**src/rtl/continuous_monitoring_system_pkg.sv**
```systemverilog
// rtl/continuous_monitoring_system_pkg.sv - shared widths and trace item record
package continuous_monitoring_system_pkg;

  localparam int RISC_V_INSTRUCTION_WIDTH = 32;
  localparam int TRACE_PC_WIDTH           = 64;
  localparam int TRACE_DELTA_WIDTH        = 16;
  localparam int TRACE_CNT_WIDTH          = 16;

  typedef struct packed {
    logic [TRACE_PC_WIDTH-1:0]           pc;
    logic [RISC_V_INSTRUCTION_WIDTH-1:0] instr;
    logic [TRACE_DELTA_WIDTH-1:0]        delta;
    logic                                lost;
  } trace_item_t;

endpackage

```
**src/rtl/trace_fifo.sv**
```systemverilog
// rtl/trace_fifo.sv - generic first-word-fall-through FIFO, occupancy tracked apart from pointers
module trace_fifo #(
  parameter int WIDTH = 8,
  parameter int DEPTH = 16
) (
  input  logic                     clk,
  input  logic                     rst_n,
  input  logic                     push,
  input  logic [WIDTH-1:0]         push_data,
  input  logic                     pop,
  output logic [WIDTH-1:0]         pop_data,
  output logic                     full,
  output logic                     empty,
  output logic [$clog2(DEPTH):0]   level
);

  localparam int AW = $clog2(DEPTH);
  localparam int LW = AW + 1;

  logic [WIDTH-1:0] mem_q [DEPTH];
  logic [AW-1:0]    wptr_q, wptr_d;
  logic [AW-1:0]    rptr_q, rptr_d;
  logic [LW-1:0]    level_q, level_d;
  logic             do_push, do_pop;

  assign full     = (level_q == LW'(DEPTH));
  assign empty    = (level_q == '0);
  assign level    = level_q;
  assign pop_data = mem_q[rptr_q];

  // A write into a full FIFO is only legal when the head leaves in the same cycle.
  assign do_pop  = pop && !empty;
  assign do_push = push && (!full || do_pop);

  always_comb begin
    wptr_d  = wptr_q;
    rptr_d  = rptr_q;
    level_d = level_q;
    if (do_push) wptr_d = wptr_q + AW'(1);
    if (do_pop)  rptr_d = rptr_q + AW'(1);
    case ({do_push, do_pop})
      2'b10:   level_d = level_q + LW'(1);
      2'b01:   level_d = level_q - LW'(1);
      default: level_d = level_q;
    endcase
  end

  always_ff @(posedge clk or negedge rst_n) begin
    if (!rst_n) begin
      wptr_q  <= '0;
      rptr_q  <= '0;
      level_q <= '0;
    end else begin
      wptr_q  <= wptr_d;
      rptr_q  <= rptr_d;
      level_q <= level_d;
    end
  end

  always_ff @(posedge clk) begin
    if (do_push) mem_q[wptr_q] <= push_data;
  end

endmodule

```
**src/rtl/trace_item_buffer.sv**
```systemverilog
// rtl/trace_item_buffer.sv - tags kept instructions with cycle delta and loss flag, buffers them for the packer
module trace_item_buffer
  import continuous_monitoring_system_pkg::*;
#(
  parameter int DEPTH       = 16,
  parameter int PC_WIDTH    = TRACE_PC_WIDTH,
  parameter int DELTA_WIDTH = TRACE_DELTA_WIDTH,
  parameter int CNT_WIDTH   = TRACE_CNT_WIDTH
) (
  input  logic                                clk,
  input  logic                                rst_n,
  input  logic                                pc_valid,
  input  logic [PC_WIDTH-1:0]                 pc,
  input  logic [RISC_V_INSTRUCTION_WIDTH-1:0] instr,
  input  logic                                drop_instr,
  output logic                                out_valid,
  input  logic                                out_ready,
  output trace_item_t                         out_item,
  output logic [$clog2(DEPTH):0]              level,
  output logic [CNT_WIDTH-1:0]                overflow_count
);

  logic                   keep, pop, push, overflow;
  logic                   full, empty;
  logic [DELTA_WIDTH-1:0] dcnt_q, dcnt_d;
  logic [CNT_WIDTH-1:0]   ovf_q, ovf_d;
  logic                   lost_pending_q, lost_pending_d;
  trace_item_t            in_item;

  assign keep      = pc_valid && !drop_instr;
  assign out_valid = !empty;
  assign pop       = out_valid && out_ready;
  assign push      = keep && (!full || pop);
  assign overflow  = keep && !push;

  always_comb begin
    in_item.pc    = TRACE_PC_WIDTH'(pc);
    in_item.instr = instr;
    in_item.delta = TRACE_DELTA_WIDTH'(dcnt_q);
    in_item.lost  = lost_pending_q;
  end

  always_comb begin
    dcnt_d = (&dcnt_q) ? dcnt_q : dcnt_q + DELTA_WIDTH'(1);
    // Every kept instruction restarts the delta, even one that is then dropped.
    if (keep) dcnt_d = DELTA_WIDTH'(1);

    ovf_d = ovf_q;
    if (overflow && !(&ovf_q)) ovf_d = ovf_q + CNT_WIDTH'(1);

    lost_pending_d = lost_pending_q;
    if (overflow)  lost_pending_d = 1'b1;
    else if (push) lost_pending_d = 1'b0;
  end

  always_ff @(posedge clk or negedge rst_n) begin
    if (!rst_n) begin
      dcnt_q         <= '0;
      ovf_q          <= '0;
      lost_pending_q <= 1'b0;
    end else begin
      dcnt_q         <= dcnt_d;
      ovf_q          <= ovf_d;
      lost_pending_q <= lost_pending_d;
    end
  end

  assign overflow_count = ovf_q;

  trace_fifo #(
    .WIDTH ($bits(trace_item_t)),
    .DEPTH (DEPTH)
  ) u_fifo (
    .clk       (clk),
    .rst_n     (rst_n),
    .push      (push),
    .push_data (in_item),
    .pop       (pop),
    .pop_data  (out_item),
    .full      (full),
    .empty     (empty),
    .level     (level)
  );

endmodule

```
**config.mk**
```make
export PLATFORM = sky130hd
export DESIGN_NAME = trace_item_buffer
export DESIGN_NICKNAME = d
export VERILOG_FILES = /design/src/rtl/continuous_monitoring_system_pkg.sv /design/src/rtl/trace_fifo.sv /design/src/rtl/trace_item_buffer.sv
export SDC_FILE = /design/constraint.sdc
export NUM_CORES = 2
export LEC_CHECK = 0
export CORE_UTILIZATION = 55
export CTS_BUF_LIST = sky130_fd_sc_hd__clkbuf_4 sky130_fd_sc_hd__clkbuf_8
export CTS_CLUSTER_SIZE = 10
export DETAILED_ROUTE_END_ITERATION = 12
export GPL_ROUTABILITY_DRIVEN = 0
export GPL_TIMING_DRIVEN = 0
export PLACE_DENSITY = 0.73
export SLEW_MARGIN = 40
export SYNTH_ARGS = -nofsm -noshare
export SYNTH_HDL_FRONTEND = slang
export SYNTH_HIERARCHICAL = 1
export SYNTH_SLANG_ARGS = --single-unit
```
**constraint.sdc**
```tcl
create_clock -name clk -period 35.2 [get_ports clk]
set_input_delay 5.28 -clock clk [delete_from_list [all_inputs] [get_ports clk]]
set_output_delay 5.28 -clock clk [all_outputs]
set_load 0.03 [all_outputs]
```
==> impl_results.md <==
- Result of the run: completed
- Ratio of cells with drive above 1 in the final layout: 29.3%
- Commonest register cell after synthesis: edfxtp_1
- Period utilization: 27.6%
- Startpoint type of the worst setup path: flip-flop
- Die width: 359 um
- Die height: 359 um
- Initial standard-cell utilization of the core: 55.6%
- Number of detailed-route iterations in the first pass: 6
- Required time of the worst setup path: 29.92 ns
- Worst-path clk slew: 0.06 ns
- Setup Crit Path Kind: reg2out
- Clock Latency Late Sink: 0.99 ns
- Fill count: 8106
- Final setup fails: 0
- Setup repair after global routing missed its margin: no
- Vias per cell: 6.23
- Cells on Worst Hold Path: 1
- Setup TNS Final: 0 ns
- Number of placement rows: 130
- Total die area: 129000 um^2
- Maximum number of pins on one net before global-route repair: 31
- Final worst path period need: 9.71 ns
- Wire length of the first global-routing pass: 238 mm
- Clock sinks: 1854
- Top fanout value on the critical path: 10
- Worst slack at placement: 25.35 ns
- Number of global-route vias before repair: 36133
- Dominant combinational cell family by area after synthesis: multiplexers
- Peak ir drop on the vdd network: 0.0000533 V
- Instance count of the mapped netlist: 3026
- Post-synthesis adder-cell area fraction: 0.207%
- Sequential fraction of the synthesis area: 79.2%
- Clock Skews: 0.0302 ns
- Netlist area before placement: 70000 um^2
- Dpl hpwl: 100 mm
- Compound-cell area share of the yosys netlist: 2.75%
- Number of H-tree branching levels: 5
- Number of buffers created by CTS: 306
- Number of hold buffers added after cts: 0
- Leading cell type by number of instances after synthesis: edfxtp_1
- Worst slew pin tran: 0.910 ns
- Cell types with the largest area share after synthesis: edfxtp_1 (78%), mux4_2 (15%), a22oi_1 (2.4%)
- Post-Syn Nets: 3138
- Cell area after layout: 81900 um^2
- Arr. time, crit path: 4.43 ns
- Routed WL: 164 mm
- Clock root buffer: clkbuf_8
- Number of antenna violations at the first check in global routing: 16
- Growth of design area from synthesis to finish: 17.0%
- FF+latch area: 55400 um^2
- Parity-gate share of the synthesized area counting xor and xnor cells: 0.425%
- Port bufs: 235
- Core outline area: 126000 um^2
- Average wire length per cell after detail routing: 29.3 um
- FF-to-FF path depth: 16
- Path class of the lowest-slack min-delay path: reg2reg
- Maximum achievable frequency: 0.103 GHz
- Number of distinct library cells after synthesis: 54
- Resize count post-CTS: 0
- Gr ovfl total: 0
- Starting DRT DRC Count: 3987
- Routed vias: 34731
- Crit path capture type: output port
- Overall fraction of global-route tracks in use: 25.9%
- Final hold violations: 0
- Number of setup buffers added after CTS: 0
- Leakage Power: 26.6 nW
- DRC errors left: 0
- Boundary Pins: 236
- Final Max Slew Viols: 0
- Leading post-synthesis cells by instance count: edfxtp_1 (1808), mux4_2 (452), a22oi_1 (226), nand2_1 (132), clkbuf_1 (60)
- CTS max path bufs: 4
- Number of maximum-capacitance constraint violations: 0
- Count of yosys warnings during synthesis: 6
- Number of nets still failing antenna checks after routing: 0
- Fin worst setup slack: 25.49 ns
- Number of synthesized register bits: 1854
- Area share of the largest cell type after synthesis: 77.6%
- Mean Syn Cell Area: 23.1 um^2
- Area occupied by multi-input gates: 13800 um^2
- Largest area contributor in the netlist: edfxtp_1
- Cell area reported after detailed placement: 76200 um^2
- Layout net count: 3823
- Share of cell area taken by muxes after synthesis: 14.6%
- Clock tree from TritonCTS: built
- Areal power density over the cells: 79.7 nW/um^2
- Count of flip-flops with a built-in enable after synthesis: 1808
- Simple-Gate Fraction of Synth Area: 1.65%
- Worst slew margin: 39.4%
- Async SR Flop Fraction: 2.48%
==> critical path: stages (launching register included) <==
cell             delay, ns
dfrtp_1               0.36
clkbuf_1              0.17
buf_2                 0.48
buf_2                 0.57
buf_2                 0.43
mux4_2                0.36
a22oi_1               0.21
nand2_1               0.22
clkdlybuf4s50_1       0.65
==> path summary, 6_finish.rpt <==
kind / startpoint / to / slack (ns)
min: overflow_count[15] / overflow_count[15] / 0.52
min reg2reg: overflow_count[15] / overflow_count[15] / 0.52
max reg2reg: u_fifo/level[1] / u_fifo/mem_q[11][78] / 30.43
max: u_fifo/rptr_q[1] / out_item[69] / 25.49
max in group asynchronous: rst_n / dcnt_q[8] / 30.52
min in group asynchronous: rst_n / u_fifo/level[3] / 4.23
==> report_power, final <==
part	internal, mW	switching (mW)
clock	0.969	0.799
sequential	2.55	0.0440
combinational	0.883	1.28
total	4.40	2.13
==> sequential cells by signal (all words and copies together), names as in the netlist <==
signal / count
u_fifo/mem_q: 1808
dcnt_q: 16
overflow_count: 16
u_fifo/level: 5
u_fifo/rptr_q: 4
u_fifo/wptr_q: 4
lost_pending_q: 1
==> layout make-up <==
cell class                      count  area share, %
Sequential cell                  1854           67.7
Multi-Input combinational cell   1003           16.9
Clock buffer                      406           6.10
Timing Repair Buffer              377           4.96
Tap cell                         1650           2.52
Buffer                            157          0.928
Clock inverter                    114          0.827
Inverter                           12         0.0550
Antenna cell                        4         0.0122
==> cell usage in the layout (no fill, tap or decap), types with 22 or more instances in the layout <==
cell / netlist / final
buf_2: 55 / 105
dfrtp_1: 46 / 46
buf_4: 0 / 34
nor2_1: 23 / 22
clkbuf_4: 0 / 95
clkinv_2: 0 / 29
xnor2_1: 22 / 22
nand2_1: 132 / 132
clkbuf_8: 0 / 311
clkinv_1: 0 / 71
buf_12: 0 / 49
mux4_2: 452 / 452
clkbuf_1: 60 / 54
edfxtp_1: 1808 / 1808
buf_1: 30 / 27
clkdlybuf4s50_1: 0 / 234
a22oi_1: 226 / 226
==> kinds of logic (layout without fill, tap and decap cells) <==
| family | count (synthesis) | in the layout |
|---|---|---|
| flip-flops | 1854 | 1854 |
| multiplexers | 457 | 457 |
| AO/OA/AOI/OAI | 260 | 260 |
| AND/OR/NAND/NOR | 241 | 241 |
| buffers and inverters | 169 | 1066 |
| XOR/XNOR | 34 | 34 |
| adder cells (fa/ha/maj) | 11 | 11 |
| other | 0 | 4 |
==> per-stage QoR <==
stage / std cells / total power, mW / hold slack, ns / util, %
final: 5577 / 6.53 / 0.522 / 65.0
after global routing: 5575 / 6.77 / 0.554 / 65.0
after CTS: 5573 / 6.58 / 0.518 / 65.0
after detailed placement: 5053 / 4.81 / 0.505 / 60.5
after global placement: 4911 / 4.80 / 0.511 / 59.1
after floorplan: 3026 / 3.97 / 0.493 / -
==> per-layer routing <==
layer	GRT usage (%)	share of wire (%)	routed length, um
met1	36.4	40	64700
met5	0	0.054	89
met4	7.89	2.4	3850
met2	40.6	48	78800
met3	6.67	9.9	16200
(Power assumes the default switching activity.)
